`src/rtl/rr_dec_arbiter.sv`:
```
// -----------------------------------------------------------------------------
// rr_dec_arbiter
//
// Round-robin arbiter sharing one 3-to-8 decoded select among 8 requesters.
// One requester owns the resource at a time; its index and the decoded
// active-low one-hot select are driven from registers. The owner keeps the
// grant while its request stays high. Every release is followed by one idle
// cycle before the next grant, and the search pointer moves to owner+1.
//
// Optional feature macro: RR_TIMEOUT_EN
//   defined   : hold counter forces a release after HOLD_MAX grant cycles,
//               pulses timeout for one cycle and masks the released owner
//               until it drops its request.
//   undefined : no counter/mask; grant held indefinitely; timeout tied 0.
//
// Parameters
//   HOLD_MAX  grant cycles before forced release (1 .. 2**CNT_W-1)
//   CNT_W     hold counter width
//
// Ports
//   clk      in   1  clock, rising edge
//   rst      in   1  asynchronous active-high reset
//   req      in   8  level requests, bit i = requester i
//   gnt_vld  out  1  grant active
//   gnt_idx  out  3  owner index (0 when no grant)
//   gnt_n    out  8  active-low one-hot select, 8'hFF when no grant
//   timeout  out  1  one-cycle pulse on forced release
// -----------------------------------------------------------------------------
module rr_dec_arbiter #(
    parameter int unsigned HOLD_MAX = 16,
    parameter int unsigned CNT_W    = 5
) (
    input  logic       clk,
    input  logic       rst,
    input  logic [7:0] req,
    output logic       gnt_vld,
    output logic [2:0] gnt_idx,
    output logic [7:0] gnt_n,
    output logic       timeout
);

    if (HOLD_MAX < 1 || HOLD_MAX > (2 ** CNT_W) - 1) begin : g_bad_cfg
        $error("rr_dec_arbiter: HOLD_MAX out of range for CNT_W");
    end

    typedef enum logic {
        S_IDLE = 1'b0,
        S_BUSY = 1'b1
    } state_t;

    state_t     r_state;
    state_t     w_state_nx;
    logic [2:0] r_ptr;
    logic [2:0] w_ptr_nx;
    logic [2:0] r_idx;
    logic [2:0] w_idx_nx;
    logic       r_vld;
    logic       w_vld_nx;
    logic [7:0] r_gnt_n;
    logic [7:0] w_gnt_n_nx;

    logic [7:0] w_elig;      // requests allowed to compete this cycle
    logic [7:0] w_rot;       // w_elig rotated so bit 0 is the ptr position
    logic       w_found;
    logic [2:0] w_off;
    logic [2:0] w_winner;
    logic       w_owner_req;
    logic       w_force;     // forced release this cycle (timeout build only)

    assign w_owner_req = req[r_idx];

`ifdef RR_TIMEOUT_EN
    localparam logic [CNT_W-1:0] LP_LAST = CNT_W'(HOLD_MAX - 1);

    logic [CNT_W-1:0] r_hold;
    logic [7:0]       r_mask;
    logic             r_timeout;

    assign w_elig  = req & ~r_mask;
    // r_hold counts completed grant cycles, so the current one is r_hold+1.
    assign w_force = (r_state == S_BUSY) && w_owner_req && (r_hold >= LP_LAST);

    // Held at zero while idle, which gives the clear-on-entry behaviour.
    always_ff @(posedge clk or posedge rst) begin
        if (rst) begin
            r_hold <= '0;
        end else if (r_state == S_IDLE) begin
            r_hold <= '0;
        end else if (r_hold != '1) begin
            r_hold <= r_hold + 1'b1;
        end
    end

    // A mask bit survives only while its request stays high.
    always_ff @(posedge clk or posedge rst) begin
        if (rst) begin
            r_mask    <= '0;
            r_timeout <= 1'b0;
        end else begin
            r_mask    <= (r_mask & req) | (w_force ? (8'b1 << r_idx) : 8'b0);
            r_timeout <= w_force;
        end
    end

    assign timeout = r_timeout;
`else
    assign w_elig  = req;
    assign w_force = 1'b0;
    assign timeout = 1'b0;
`endif

    // Rotate eligibility so the search always starts at bit 0, then take
    // the lowest set bit and rotate the offset back.
    always_comb begin
        w_rot = '0;
        for (int unsigned k = 0; k < 8; k++) begin
            w_rot[k] = w_elig[r_ptr + 3'(k)];
        end
    end

    always_comb begin
        w_found = 1'b0;
        w_off   = '0;
        for (int unsigned k = 0; k < 8; k++) begin
            if (!w_found && w_rot[k]) begin
                w_found = 1'b1;
                w_off   = 3'(k);
            end
        end
    end

    assign w_winner = r_ptr + w_off;

    always_comb begin
        w_state_nx = r_state;
        w_ptr_nx   = r_ptr;
        w_idx_nx   = r_idx;
        w_vld_nx   = r_vld;
        case (r_state)
            S_IDLE: begin
                if (w_found) begin
                    w_state_nx = S_BUSY;
                    w_vld_nx   = 1'b1;
                    w_idx_nx   = w_winner;
                end
            end
            S_BUSY: begin
                if (!w_owner_req || w_force) begin
                    w_state_nx = S_IDLE;
                    w_vld_nx   = 1'b0;
                    w_idx_nx   = '0;
                    w_ptr_nx   = r_idx + 3'd1;
                end
            end
            default: begin
                w_state_nx = S_IDLE;
                w_vld_nx   = 1'b0;
                w_idx_nx   = '0;
            end
        endcase
        w_gnt_n_nx = ~(8'(w_vld_nx) << w_idx_nx);
    end

    always_ff @(posedge clk or posedge rst) begin
        if (rst) begin
            r_state <= S_IDLE;
            r_ptr   <= '0;
            r_idx   <= '0;
            r_vld   <= 1'b0;
            r_gnt_n <= '1;
        end else begin
            r_state <= w_state_nx;
            r_ptr   <= w_ptr_nx;
            r_idx   <= w_idx_nx;
            r_vld   <= w_vld_nx;
            r_gnt_n <= w_gnt_n_nx;
        end
    end

    assign gnt_vld = r_vld;
    assign gnt_idx = r_idx;
    assign gnt_n   = r_gnt_n;

endmodule
```
`config.mk`:
```
export PLATFORM = sky130hd
export DESIGN_NAME = rr_dec_arbiter
export DESIGN_NICKNAME = d
export VERILOG_FILES = /design/src/rtl/rr_dec_arbiter.sv
export SDC_FILE = /design/constraint.sdc
export NUM_CORES = 1
export LEC_CHECK = 0
export BUFFER_PORTS_ARGS = -buffer_cell sky130_fd_sc_hd__buf_2
export CORE_MARGIN = 4
export CORE_UTILIZATION = 59
export CTS_BUF_LIST = sky130_fd_sc_hd__clkbuf_8
export CTS_CLUSTER_DIAMETER = 120
export DETAILED_ROUTE_END_ITERATION = 7
export GPL_ROUTABILITY_DRIVEN = 0
export PLACE_DENSITY = 0.83
export SLEW_MARGIN = 5
export SYNTH_ARGS = -nofsm -noshare
export SYNTH_HDL_FRONTEND = slang
export SYNTH_SLANG_ARGS = --single-unit
```
`constraint.sdc`:
```
create_clock -name clk -period 4.3 [get_ports clk]
set_input_delay 0.43 -clock clk [delete_from_list [all_inputs] [get_ports clk]]
set_output_delay 0.43 -clock clk [all_outputs]
set_load 0.1 [all_outputs]
```
==> flow_summary.toml <==
[outcome]
status = "complete, no violations"

[final_layout]
most-common-layout-cells = "21 x buf_2, 12 x nor2_1, 9 x o21ai_1"
nets = 174
finish.instance_area_um2 = 1614
fill_cells = 153
final_common_cell = "buf_2"
drive_gt1_share_pct = 36.08
n_antenna_cell = 0
syn2layout_area_growth_pct = 10.63

[synthesis]
synth_cells = 140
synth-seq-cells = 16
ys.flop_type = "dfstp_2"
ys_async_sr_fraction_pct = 100.0
ys_seq_area_share_pct = 28.13
yosys.cell_types.count = 47
mappedNetlistArea_um2 = 1459
postSynthAreaPerCell_um2 = 10.42
yosys_warnings = 0
syn-num-nets = 155
synth_edf_count = 0

[global_route]
grt_first_pass_wirelength_mm = 5.651
grt_pass1_vias = 1201
grt_max_degree = 17
overflow = 0
antenna_found_initial = 0
grtUsageTotal_pct = 21.46

[detailed_routing]
drt-initial-drc-count = 32
postRouteAntennaNets = 0
top_layer_used = "met4"
m1WireLength_mm = 1.392
drt-total-wl_mm = 3.225
wire_per_inst_um = 17.34
first_pass_iters = 4
drc = 0
vias = 1179
avgViaCountPerCell = 6.339
route.met3.wl_um = 201
wl_met2_mm = 1.619

[clock_network]
cts_buffer_depth = 2
cts-htree-levels = 1
cts_tree = "yes"
clk_pin_slew_ns = 0.06
insertion_delay_ns = 0.25
post_cts_buffers = 0
root_buffer = "clkbuf_8"
numCtsBuffers = 3
cts_resized = 0
numClockSinks = 16
postCtsHoldBufs = 0

[timing]
period_share_pct = 95.81
worst_hold_slack_ns = 0.2355
fin_crit_ns = 4.120
hold_viol = 0
tns_ns = 0
timing.slew.headroom_pct = 58.11
rsz0062_at_grt = "no"
fin_skew_ns = 0.0006157
fmax_mhz = 242.7
setup_viol = 0
worstMarginPinSlew_ns = 0.6284
slew_viol_final = 0

[setup_path]
path_class = "reg2reg"
startpoint_type = "register"
critical_path_arrival_ns = 4.26
cp-end-kind = "register"
cp_max_fo = 7
required_ns = 4.44

[placement]
placed_area_um2 = 1559
port_buffers = 21
hpwl_mm = 2.474

[die]
io_pins = 23
core_um2 = 2276
die_w_um = 57.73
die_y_um = 57.73
rows = 17
dieArea_um2 = 3332
initial_core_util_pct = 64.10

[min_path]
hold_class = "in2async"

[run]
cap_viol_max_count = 0
==> registers in the layout, indices dropped and copies added (netlist names) <==
name,flops
r_state,1
gnt_n,8
gnt_idx,3
gnt_vld,1
r_ptr,3
==> critical path: stages (launching register included) <==
cell and delay (ns):
dfrtp_1 0.51, inv_1 0.11, ha_1 0.46, mux4_1 0.40, mux2_2 0.32, a221oi_1 0.47, nor4_1 0.11, o32a_1 0.35
ha_1 0.19, fa_1 0.42, xor2_1 0.18, nor2_1 0.21, a22oi_4 0.10, and2b_1 0.18
==> final cells by class <==
| type | count | area [um^2] | share of cell area [%] |
|---|---|---|---|
| Multi-Input combinational cell | 109 | 970.9 | 60.15 |
| Tap cell | 28 | 35.03 | 2.171 |
| Inverter | 6 | 22.52 | 1.395 |
| Clock buffer | 4 | 55.05 | 3.411 |
| Sequential cell | 16 | 410.4 | 25.43 |
| Timing Repair Buffer | 23 | 120.1 | 7.442 |
==> per-layer routing <==
| layer | vias up | track usage, % |
|---|---|---|
| met5 | - | 0 |
| met4 | 0 | 4.305 |
| met3 | 2 | 4.677 |
| met2 | 32 | 34.68 |
| met1 | 579 | 29.79 |
| li1 | 566 | - |
==> final timing paths <==
check                      slack [ns]  cells past startpoint          to     start
max                              0.18                     13  gnt_idx[2]  r_ptr[1]
min                              0.24                      2     gnt_vld       rst
max reg2reg                      0.18                     13  gnt_idx[2]  r_ptr[1]
min reg2reg                      0.59                      2     gnt_vld   gnt_vld
max in group asynchronous        3.68                      2  gnt_idx[2]       rst
min in group clk                 0.59                      2     gnt_vld   gnt_vld
==> stage by stage <==
step / setup WS [ns] / util [%] / instances
2_1_floorplan: 0.6605 / - / 140
3_3_place_gp: 0.4233 / 68.50 / 182
3_5_place_dp: 0.2806 / 68.50 / 182
4_1_cts: 0.2565 / 70.92 / 186
5_1_grt: 0.1045 / 70.92 / 186
6_report: 0.1802 / 70.92 / 186
==> synthesized netlist by cell type (4+ instances only) <==
cell type  number  share of area, %
nor2_1         12               3.1
o21ai_1         9               3.1
dfrtp_1         8                14
dfstp_2         8                14
mux4_2          8                12
a21oi_1         7               2.4
nor3_1          7               2.4
inv_1           6               1.5
mux2i_1         6               4.1
mux2_2          5               3.9
nand2_1         5               1.3
ha_1            4               3.4
nor4_1          4               1.7
xnor2_1         4               2.4
==> logic make-up (layout without fill, tap and decap cells) <==
| kind of cell | count (synthesis) | count (layout) | synth area share [%] |
|---|---|---|---|
| buffers and inverters | 15 | 33 | 5.317 |
| multiplexers | 23 | 23 | 25.99 |
| other | 1 | 1 | 0.2570 |
| AND/OR/NAND/NOR | 43 | 43 | 15.78 |
| adder cells (fa/ha/maj) | 5 | 5 | 4.803 |
| XOR/XNOR | 6 | 6 | 3.602 |
| flip-flops | 16 | 16 | 28.13 |
| AO/OA/AOI/OAI | 31 | 31 | 16.12 |
Power is left out: the tool's default activity adds up to more than one toggle a clock period on the data nets, which glitch-free logic cannot reach.
